**config.mk**
```make
export PLATFORM = sky130hd
export DESIGN_NAME = cordic_gain_comp
export DESIGN_NICKNAME = d
export VERILOG_FILES = /design/src/rtl/cordic_pkg.sv /design/src/rtl/cordic_sync_fifo.sv /design/src/rtl/cordic_gain_comp.sv
export SDC_FILE = /design/constraint.sdc
export NUM_CORES = 2
export LEC_CHECK = 0
export CAP_MARGIN = 20
export CORE_ASPECT_RATIO = 1.25
export CORE_UTILIZATION = 65
export DETAILED_ROUTE_END_ITERATION = 12
export PLACE_DENSITY = 0.84
export SLEW_MARGIN = 5
export SYNTH_ARGS = -nofsm -noshare
export SYNTH_HDL_FRONTEND = slang
export SYNTH_SLANG_ARGS = --single-unit
```
**constraint.sdc**
```tcl
create_clock -name i_clk -period 32.8 [get_ports i_clk]
set_clock_uncertainty 0.05 [all_clocks]
set_input_delay 9.84 -clock i_clk [delete_from_list [all_inputs] [get_ports i_clk]]
set_output_delay 9.84 -clock i_clk [all_outputs]
set_load 0.01 [all_outputs]
```
**src/rtl/cordic_pkg.sv**
```systemverilog
// Shared encodings and constants for the CORDIC gain-compensation stage.
package cordic_pkg;

    typedef enum logic [1:0] {
        ST_IDLE = 2'd0,
        ST_MUL  = 2'd1,
        ST_OUT  = 2'd2
    } state_t;

    localparam logic signed [1:0] MODE_HYPERBOLIC = -2'sd1;
    localparam logic signed [1:0] MODE_LINEAR     = 2'sd0;
    localparam logic signed [1:0] MODE_CIRCULAR   = 2'sd1;

    // Inverse CORDIC gains; quantised by the user to its own fixed-point format.
    localparam real INV_K_CIRC = 0.607252935;
    localparam real INV_K_HYP  = 1.207497068;

endpackage

```
**src/rtl/cordic_sync_fifo.sv**
```systemverilog
// Synchronous FIFO with first-word fall-through read and push-while-full when popping.
module cordic_sync_fifo #(
    parameter int WIDTH = 8,
    parameter int DEPTH = 8
) (
    input  logic             i_clk,
    input  logic             i_rst,
    input  logic             i_push,
    input  logic [WIDTH-1:0] i_data,
    input  logic             i_pop,
    output logic [WIDTH-1:0] o_data,
    output logic             o_full,
    output logic             o_empty
);
    localparam int AW = $clog2(DEPTH);

    logic [WIDTH-1:0] mem_q [DEPTH];
    logic [AW:0]      wr_ptr_q, wr_ptr_d;
    logic [AW:0]      rd_ptr_q, rd_ptr_d;
    logic             do_push_s, do_pop_s;

    assign o_empty = (wr_ptr_q == rd_ptr_q);
    assign o_full  = (wr_ptr_q[AW] != rd_ptr_q[AW]) && (wr_ptr_q[AW-1:0] == rd_ptr_q[AW-1:0]);
    assign o_data  = mem_q[rd_ptr_q[AW-1:0]];

    // Pointer advance; a pop frees the head slot so a full FIFO can still take a push.
    always_comb begin
        do_pop_s  = i_pop && !o_empty;
        do_push_s = i_push && (!o_full || do_pop_s);
        wr_ptr_d  = do_push_s ? (wr_ptr_q + (AW+1)'(1'b1)) : wr_ptr_q;
        rd_ptr_d  = do_pop_s  ? (rd_ptr_q + (AW+1)'(1'b1)) : rd_ptr_q;
    end

    // Pointer registers.
    always_ff @(posedge i_clk) begin
        if (i_rst) begin
            wr_ptr_q <= '0;
            rd_ptr_q <= '0;
        end else begin
            wr_ptr_q <= wr_ptr_d;
            rd_ptr_q <= rd_ptr_d;
        end
    end

    // Storage array.
    always_ff @(posedge i_clk) begin
        if (do_push_s) begin
            mem_q[wr_ptr_q[AW-1:0]] <= i_data;
        end
    end

endmodule

```
**src/rtl/cordic_gain_comp.sv**
```systemverilog
// Buffers CORDIC results and multiplies x/y of un-rotated circular/hyperbolic
// entries by the inverse CORDIC gain using a serial shift-add multiplier.
module cordic_gain_comp
    import cordic_pkg::*;
#(
    parameter int INTEGER_BITS    = 3,
    parameter int FRACTIONAL_BITS = 30,
    parameter int FIFO_DEPTH      = 8,
    localparam int BITS           = INTEGER_BITS + FRACTIONAL_BITS
) (
    input  logic            i_clk,
    input  logic            i_rst,
    input  logic            i_valid,
    input  logic [BITS-1:0] i_x,
    input  logic [BITS-1:0] i_y,
    input  logic [BITS-1:0] i_z,
    input  logic [1:0]      i_mode,
    input  logic            i_rot_en,
    input  logic            i_ready,
    output logic            o_valid,
    output logic [BITS-1:0] o_x,
    output logic [BITS-1:0] o_y,
    output logic [BITS-1:0] o_z,
    output logic [1:0]      o_mode,
    output logic            o_rot_en,
    output logic            o_overflow,
    output logic            o_empty
);
    localparam int ENTRY_W = 3 * BITS + 3;
    localparam int ACC_W   = 2 * BITS;
    localparam int CW      = $clog2(BITS);
    localparam logic [CW-1:0] CNT_LAST = CW'(BITS - 1);

    localparam longint K_CIRC_L = longint'(INV_K_CIRC * (2.0 ** FRACTIONAL_BITS));
    localparam longint K_HYP_L  = longint'(INV_K_HYP * (2.0 ** FRACTIONAL_BITS));
    localparam logic [BITS-1:0] K_CIRC = BITS'(K_CIRC_L);
    localparam logic [BITS-1:0] K_HYP  = BITS'(K_HYP_L);

    localparam logic signed [ACC_W-1:0] ROUND_C = ACC_W'(1'b1) << (FRACTIONAL_BITS - 1);
    localparam logic signed [ACC_W-1:0] MAX_C   = ACC_W'({1'b0, {(BITS-1){1'b1}}});
    localparam logic signed [ACC_W-1:0] MIN_C   = ~MAX_C;

    // Round half up, drop the fraction, clamp to the signed output range.
    function automatic logic [BITS-1:0] round_sat(input logic signed [ACC_W-1:0] prod);
        logic signed [ACC_W-1:0] shifted;
        shifted = (prod + ROUND_C) >>> FRACTIONAL_BITS;
        if (shifted > MAX_C) begin
            return MAX_C[BITS-1:0];
        end else if (shifted < MIN_C) begin
            return MIN_C[BITS-1:0];
        end else begin
            return shifted[BITS-1:0];
        end
    endfunction

    state_t                  state_q, state_d;
    logic signed [ACC_W-1:0] acc_x_q, acc_x_d, acc_y_q, acc_y_d;
    logic signed [ACC_W-1:0] mcand_x_q, mcand_x_d, mcand_y_q, mcand_y_d;
    logic signed [ACC_W-1:0] sum_x_s, sum_y_s;
    logic [BITS-1:0]         k_q, k_d;
    logic [CW-1:0]           cnt_q, cnt_d;
    logic                    o_valid_q, o_valid_d;
    logic [BITS-1:0]         o_x_q, o_x_d, o_y_q, o_y_d, o_z_q, o_z_d;
    logic [1:0]              o_mode_q, o_mode_d;
    logic                    o_rot_en_q, o_rot_en_d;
    logic                    overflow_q, overflow_d;

    logic [ENTRY_W-1:0] head_s;
    logic [BITS-1:0]    head_x_s, head_y_s, head_z_s;
    logic [1:0]         head_mode_s;
    logic               head_rot_s, scale_s;
    logic               pop_s, fifo_full_s, fifo_empty_s;

    cordic_sync_fifo #(
        .WIDTH (ENTRY_W),
        .DEPTH (FIFO_DEPTH)
    ) u_fifo (
        .i_clk   (i_clk),
        .i_rst   (i_rst),
        .i_push  (i_valid),
        .i_data  ({i_x, i_y, i_z, i_mode, i_rot_en}),
        .i_pop   (pop_s),
        .o_data  (head_s),
        .o_full  (fifo_full_s),
        .o_empty (fifo_empty_s)
    );

    assign {head_x_s, head_y_s, head_z_s, head_mode_s, head_rot_s} = head_s;
    assign scale_s = !head_rot_s && ((head_mode_s == MODE_CIRCULAR) || (head_mode_s == MODE_HYPERBOLIC));

    // FSM next state, serial multiplier step and output word selection.
    always_comb begin
        state_d    = state_q;
        acc_x_d    = acc_x_q;
        acc_y_d    = acc_y_q;
        mcand_x_d  = mcand_x_q;
        mcand_y_d  = mcand_y_q;
        k_d        = k_q;
        cnt_d      = cnt_q;
        o_valid_d  = o_valid_q;
        o_x_d      = o_x_q;
        o_y_d      = o_y_q;
        o_z_d      = o_z_q;
        o_mode_d   = o_mode_q;
        o_rot_en_d = o_rot_en_q;
        pop_s      = 1'b0;
        sum_x_s    = acc_x_q + (k_q[0] ? mcand_x_q : {ACC_W{1'b0}});
        sum_y_s    = acc_y_q + (k_q[0] ? mcand_y_q : {ACC_W{1'b0}});

        case (state_q)
            ST_IDLE: begin
                pop_s = !fifo_empty_s;
            end
            ST_MUL: begin
                acc_x_d   = sum_x_s;
                acc_y_d   = sum_y_s;
                mcand_x_d = {mcand_x_q[ACC_W-2:0], 1'b0};
                mcand_y_d = {mcand_y_q[ACC_W-2:0], 1'b0};
                k_d       = {1'b0, k_q[BITS-1:1]};
                cnt_d     = cnt_q + CW'(1'b1);
                if (cnt_q == CNT_LAST) begin
                    o_x_d     = round_sat(sum_x_s);
                    o_y_d     = round_sat(sum_y_s);
                    o_valid_d = 1'b1;
                    state_d   = ST_OUT;
                end else begin
                    state_d   = ST_MUL;
                end
            end
            ST_OUT: begin
                if (i_ready) begin
                    o_valid_d = 1'b0;
                    pop_s     = !fifo_empty_s;
                    state_d   = ST_IDLE;
                end else begin
                    o_valid_d = 1'b1;
                end
            end
            default: begin
                o_valid_d = 1'b0;
                state_d   = ST_IDLE;
            end
        endcase

        // A pop from IDLE or a completed OUT loads the next entry in the same cycle.
        if (pop_s) begin
            o_z_d      = head_z_s;
            o_mode_d   = head_mode_s;
            o_rot_en_d = head_rot_s;
            if (scale_s) begin
                acc_x_d   = '0;
                acc_y_d   = '0;
                mcand_x_d = {{BITS{head_x_s[BITS-1]}}, head_x_s};
                mcand_y_d = {{BITS{head_y_s[BITS-1]}}, head_y_s};
                k_d       = (head_mode_s == MODE_CIRCULAR) ? K_CIRC : K_HYP;
                cnt_d     = '0;
                o_valid_d = 1'b0;
                state_d   = ST_MUL;
            end else begin
                o_x_d     = head_x_s;
                o_y_d     = head_y_s;
                o_valid_d = 1'b1;
                state_d   = ST_OUT;
            end
        end else begin
            cnt_d = cnt_d;
        end

        overflow_d = overflow_q || (i_valid && fifo_full_s && !pop_s);
    end

    // State, datapath and output registers.
    always_ff @(posedge i_clk) begin
        if (i_rst) begin
            state_q    <= ST_IDLE;
            acc_x_q    <= '0;
            acc_y_q    <= '0;
            mcand_x_q  <= '0;
            mcand_y_q  <= '0;
            k_q        <= '0;
            cnt_q      <= '0;
            o_valid_q  <= 1'b0;
            o_x_q      <= '0;
            o_y_q      <= '0;
            o_z_q      <= '0;
            o_mode_q   <= 2'b00;
            o_rot_en_q <= 1'b0;
            overflow_q <= 1'b0;
        end else begin
            state_q    <= state_d;
            acc_x_q    <= acc_x_d;
            acc_y_q    <= acc_y_d;
            mcand_x_q  <= mcand_x_d;
            mcand_y_q  <= mcand_y_d;
            k_q        <= k_d;
            cnt_q      <= cnt_d;
            o_valid_q  <= o_valid_d;
            o_x_q      <= o_x_d;
            o_y_q      <= o_y_d;
            o_z_q      <= o_z_d;
            o_mode_q   <= o_mode_d;
            o_rot_en_q <= o_rot_en_d;
            overflow_q <= overflow_d;
        end
    end

    assign o_valid    = o_valid_q;
    assign o_x        = o_x_q;
    assign o_y        = o_y_q;
    assign o_z        = o_z_q;
    assign o_mode     = o_mode_q;
    assign o_rot_en   = o_rot_en_q;
    assign o_overflow = overflow_q;
    assign o_empty    = fifo_empty_s && (state_q == ST_IDLE);

endmodule
```
After elaboration in Yosys (flattened, before gate mapping)
Memories as Yosys holds them, arrays and structs flattened. A register that Yosys moved wholly into a read port is not among the register bits.
Index checks and enable logic that the tools add are counted.
- add/subtract/negate cells: 7
- order comparisons: 4
- eq/ne operators: 11
- muxes and demuxes: 49
- reduce and logical (&&, ||, !) cells: 17
- operators with widths (kind ; count):
    2-to-1 mux 66 bit ; 14
    2-to-1 mux 33 bit ; 15
    adder 66 x 31 -> 66 bit, second input constant ; 2
    adder 66 bit ; 2
    > comparator 36 x 33 -> 1 bit, second input constant ; 2
    < comparator 36 x 33 -> 1 bit, second input constant ; 2
    2-to-1 mux 31 bit ; 1
    2-to-1 mux 6 bit ; 3
    adder 4 x 1 -> 4 bit, second input constant ; 2
    2-to-1 mux 2 bit ; 4
    logical AND 1 bit ; 7
    2-to-1 mux 1 bit ; 7
    adder 6 x 1 -> 6 bit, second input constant ; 1
    equality test 6 bit, second input constant ; 1
    2-to-1 mux 3 bit ; 2
    != test 3 x 2 -> 1 bit, second input constant ; 2
    case mux 2 bit (3 select lines) ; 1
    equality test 2 x 1 -> 1 bit, second input constant ; 2
    equality test 2 bit, second input constant ; 2
    equality test 4 bit ; 1
    zero test 1 bit ; 4
    AND reduction 2 bit ; 2
    equality test 3 bit ; 1
    logical OR 1 bit ; 3
    5 further kinds ; 5
- bits in registers: 417
- bits in writable memories: 816
- output and inout port bits: 105
- memories kept: 1
- memories (name ; depth ; bits a word ; read ports ; clocked after memory_dff ; write ports ; RTL line ; RTL):
    u_fifo.mem_q ; 8 ; 102 ; 1 ; 1 ; 1 ; cordic_sync_fifo.sv:17 ; logic [WIDTH-1:0] mem_q [DEPTH];

Depth between registers and ports, before layout
- depth in word-level cells: 10
- gate-level depth with buffers: 22

Modules after synthesis
From an unflattened synthesis, not the netlist that was laid out.
- cells, all modules: 4881
- area total of the unflattened synthesis: 59597.2 um^2
- modules (own cells, without submodules) (module ; instances ; cells an instance ; area each (um^2) ; sequential area each (um^2)):
    cordic_sync_fifo ; 1 ; 1250 ; 31396.4 ; 24723.7
    cordic_gain_comp ; 1 ; 3631 ; 28200.8 ; 8187.9

Least setup slack after synthesis
Ideal clock, no wire load.
- kind: in2reg
- start: input i_ready
- end: memory u_fifo.mem_q[0][0] (netlist name), enable pin
- setup time: 0.688 ns
- arrival: 17.420 ns
- path slack: 14.643 ns
- cell stages on the path: 5
- buffers on the path: 0
- cells stage by stage: a21oi_1 -> nor3b_1 -> nor2b_1 -> nand2b_1 -> nor3_1
- cells in the longest elaborated chain, start to end: 7
- ends and longest elaborated chain (what ; RTL line ; RTL):
    start: declaration ; cordic_gain_comp.sv:19 ; input logic i_ready,
    2-to-1 mux 1 bit ; cordic_gain_comp.sv:131 ; if (i_ready) begin
    case mux 1 bit (2 select lines) ; cordic_gain_comp.sv:110 ; case (state_q)
    logical AND 1 bit ; cordic_sync_fifo.sv:28 ; do_pop_s = i_pop && !o_empty;
    logical OR 1 bit ; cordic_sync_fifo.sv:29 ; do_push_s = i_push && (!o_full || do_pop_s);
    logical AND 1 bit ; cordic_sync_fifo.sv:29 ;
    2-to-1 mux 1 bit ; cordic_sync_fifo.sv:47 ; if (do_push_s) begin
    2-to-1 mux 1 bit (not written as such) ; cordic_sync_fifo.sv:48 ; mem_q[wr_ptr_q[AW-1:0]] <= i_data;
    end: declaration ; cordic_sync_fifo.sv:17 ;
No other way between the ends.

Worst setup path after layout
- start: input i_ready
- end: memory u_fifo.mem_q[1][84] (netlist name), enable pin
Same word-level chain as after synthesis.

==> qor.csv <==
stage,metric,value,unit
yosys,syn_inst,4731,
timing,fin_crit,13.71,ns
die,num_rows,123,
pwr,power.internal,0.002992,W
cells_and_area,drive_above_1_share,11.84,%
yosys,syn-cell-area,58890,µm²
pwr,p_switching,0.001331,W
cells_and_area,fin_area,65500,µm²
yosys,synth_warnings,0,
place,place_congestion,0.9939,
yosys,synth_largest_area_cell,edfxtp_1,
cells_and_area,fillCellCount,5905,
die,die_height,338.5,µm
place,dpl.hpwl,108.3,mm
yosys,yosys_register_bits,1236,
yosys,postSynthAreaPerCell,12.45,µm²
timing,hold_viol_final,0,
die,io_pins,211,
global_routing,grt_util_all_layers,36.40,%
clock_network,htreeDepth,3,
timing,period_share,41.80,%
global_routing,grt_pass1_wl,252.9,mm
cells_and_area,seqCellArea,32920,µm²
yosys,synth_area_leaders,"edfxtp_1 42%, dfxtp_1 14%, mux4_2 7.8%",
flow_run,drv_cap,0,
cells_and_area,final_cell_mix,"816 x edfxtp_1, 428 x nor2_1, 416 x dfxtp_1",
clock_network,hold_buffers,0,
clock_network,clk_path_buf_depth,3,
clock_network,post-cts-setup-buffers,0,
drt,firstDrtPassIters,7,
pwr,clkPwrFrac,30.4,%
pwr,pwr_density_cell,66.01,nW/µm²
pwr,p_leak,21.74,nW
drt,drt-initial-drc-count,4652,
drt,wl_met1,62.79,mm
global_routing,grt_pass1_vias,40900,
hold_path,hp-class,reg -> reg,
place,placed_area,61880,µm²
timing,fmax,72.93,MHz
yosys,syn_nets,4978,
yosys,ys_async_sr_fraction,0,%
drt,top_layer,met5,
global_routing,grt.overflow.total,0,
worst_setup_path,crit_path_start_kind,input port,
timing,rsz0062_at_grt,false,
cells_and_area,final_common_cell,edfxtp_1,
timing,slew_violations,0,
pwr,seqPwrFrac,46.0,%
pwr,peakVddDrop,0.07211,mV
clock_network,root_buffer,clkbuf_16,
drt,drc,0,
drt,met2RoutedLength,84.77,mm
yosys,synth_top_cell_area_share,41.61,%
cells_and_area,multi_input_area,24810,µm²
cells_and_area,fin_util,72.87,%
yosys,synth_seq_area_share,55.89,%
clock_network,postCtsResizedCells,0,
cells_and_area,area_growth,11.22,%
clock_network,clock_latency,0.75,ns
timing,max_slew_margin,21.34,%
worst_setup_path,crit_path_end_kind,flop,
drt,wire_per_inst,27.97,µm
run_status,status,completed,
worst_setup_path,worst-setup-path-type,in -> reg,
clock_network,cts_tree,yes,
drt,wl,171.1,mm
die,die_area,91810,µm²
worst_setup_path,cp_data_required_time,33.10,ns
yosys,synth_cell_types,109,
clock_network,cts_buffers,112,
yosys,synth_edf_count,816,
die,coreArea,89880,µm²
worst_setup_path,crit_arrival,14.01,ns
global_routing,antenna_found_initial,8,
die,start_util,65.52,%
drt,routed-via-count,41640,
drt,vias_per_cell,6.808,
drt,ant_nets,0,
global_routing,grt_max_degree,164,
clock_network,clk_pin_slew,0.07,ns
clock_network,clock_sinks,1236,
place,numPortBuffers,210,
timing,finalSetupTns,0,ns
worst_setup_path,critPathMaxFanout,42,
yosys,ys.flop_type,edfxtp_1,
pwr,switching_share,30.79,%
drt,routed-wl-met3,14.88,mm
timing,setup_violations,0,
timing,worst_pin_slew,1.180,ns
cells_and_area,nets,5076,
pwr,combPwrFrac,23.6,%
die,chipWidth,271.2,µm
[sequential cells by signal, summed over array words and instances, names as in the netlist, 4 cells and up, named ones only]
name,flops
acc_x_q,66
acc_y_q,66
cnt_q,6
k_q,33
mcand_x_q,66
mcand_y_q,66
o_x,33
o_y,33
o_z,33
u_fifo.mem_q,816
u_fifo.rd_ptr_q,4
u_fifo.wr_ptr_q,4
[power groups by stage]
stage / Sequential (W) / Combinational [W] / Clock (W)
after detailed placement: 0.00201 / 0.000985 / 0
after global placement: 0.00200 / 0.000954 / 0
after CTS: 0.00198 / 0.00101 / 0.00131
after global routing: 0.00200 / 0.00108 / 0.00138
after floorplan: 0.00197 / 0.000622 / 0
final: 0.00199 / 0.00102 / 0.00131
[synthesized netlist by cell type, types with 18 or more instances]
master    instances
a211oi_1        166
a21o_1           51
a21oi_1         339
a221oi_2         21
a31oi_1          18
and2_1          147
and3_1           26
buf_1            42
buf_2            40
clkbuf_1        186
dfxtp_1         420
edfxtp_1        816
ha_1            139
inv_1            42
mux2_2           38
mux2i_1         317
mux4_2          204
nand2_1         265
nand2b_1         23
nand3_1          59
nand4_1          71
nor2_1          440
nor2b_1          45
nor3_1           69
o211ai_1         36
o21a_1           33
o21ai_0         161
o21ai_1          31
o31ai_1          18
or3_1            28
xnor2_1         110
xor2_1           61
[kinds of logic after synthesis]
group	Yosys count	synth area share (%)
buffers and inverters	319	2.191
XOR/XNOR	175	2.654
flip-flops	1236	55.89
AO/OA/AOI/OAI	1039	11.78
AND/OR/NAND/NOR	1262	10.55
adder cells (fa/ha/maj)	141	3.021
multiplexers	559	13.92
[metal layers]
layer,vias up,GRT usage (%)
li1,18280,-
met2,2381,60.88
met4,10,16.87
met3,459,6.758
met5,-,0
met1,20510,46.01
[critical path, cell delays in order]
cell and delay [ns]:
clkdlybuf4s50_1 0.59, a21oi_1 0.27, nor3b_1 0.27, nor2b_1 0.45
nand2b_1 0.35, nor2_4 0.78, buf_4 0.70, buf_4 0.63
[worst paths after layout]
path         startpoint                   to  cells after the start  slack, ns
max             i_ready  u_fifo.mem_q[1][84]                      8      19.09
min             o_x[26]              o_x[26]                      2       0.43
max reg2reg      k_q[0]              o_x[11]                     19      25.43
min reg2reg     o_x[26]              o_x[26]                      2       0.43
[area by class of cell]
cell class / instances / area share, %
flip-flops and latches: 1236 / 50.27
inverters: 44 / 0.2522
diodes: 4 / 0.01528
well taps: 1187 / 2.268
repair buffers: 259 / 3.811
clock inverters: 58 / 0.7947
clock buffers: 152 / 4.711
multi-input cells: 3176 / 37.88
[metrics by stage]
step	power [W]	setup WS, ns	hold slack (ns)	instances
after CTS	0.004306	19.20	0.4245	6112
after detailed placement	0.002992	18.60	0.4148	5902
after floorplan	0.002590	14.64	0.4056	4731
after global placement	0.002954	18.72	0.4140	5902
final	0.004323	19.09	0.4258	6116
after global routing	0.004459	19.05	0.4474	6115
Note: power is estimated with default switching activity, not from simulation.
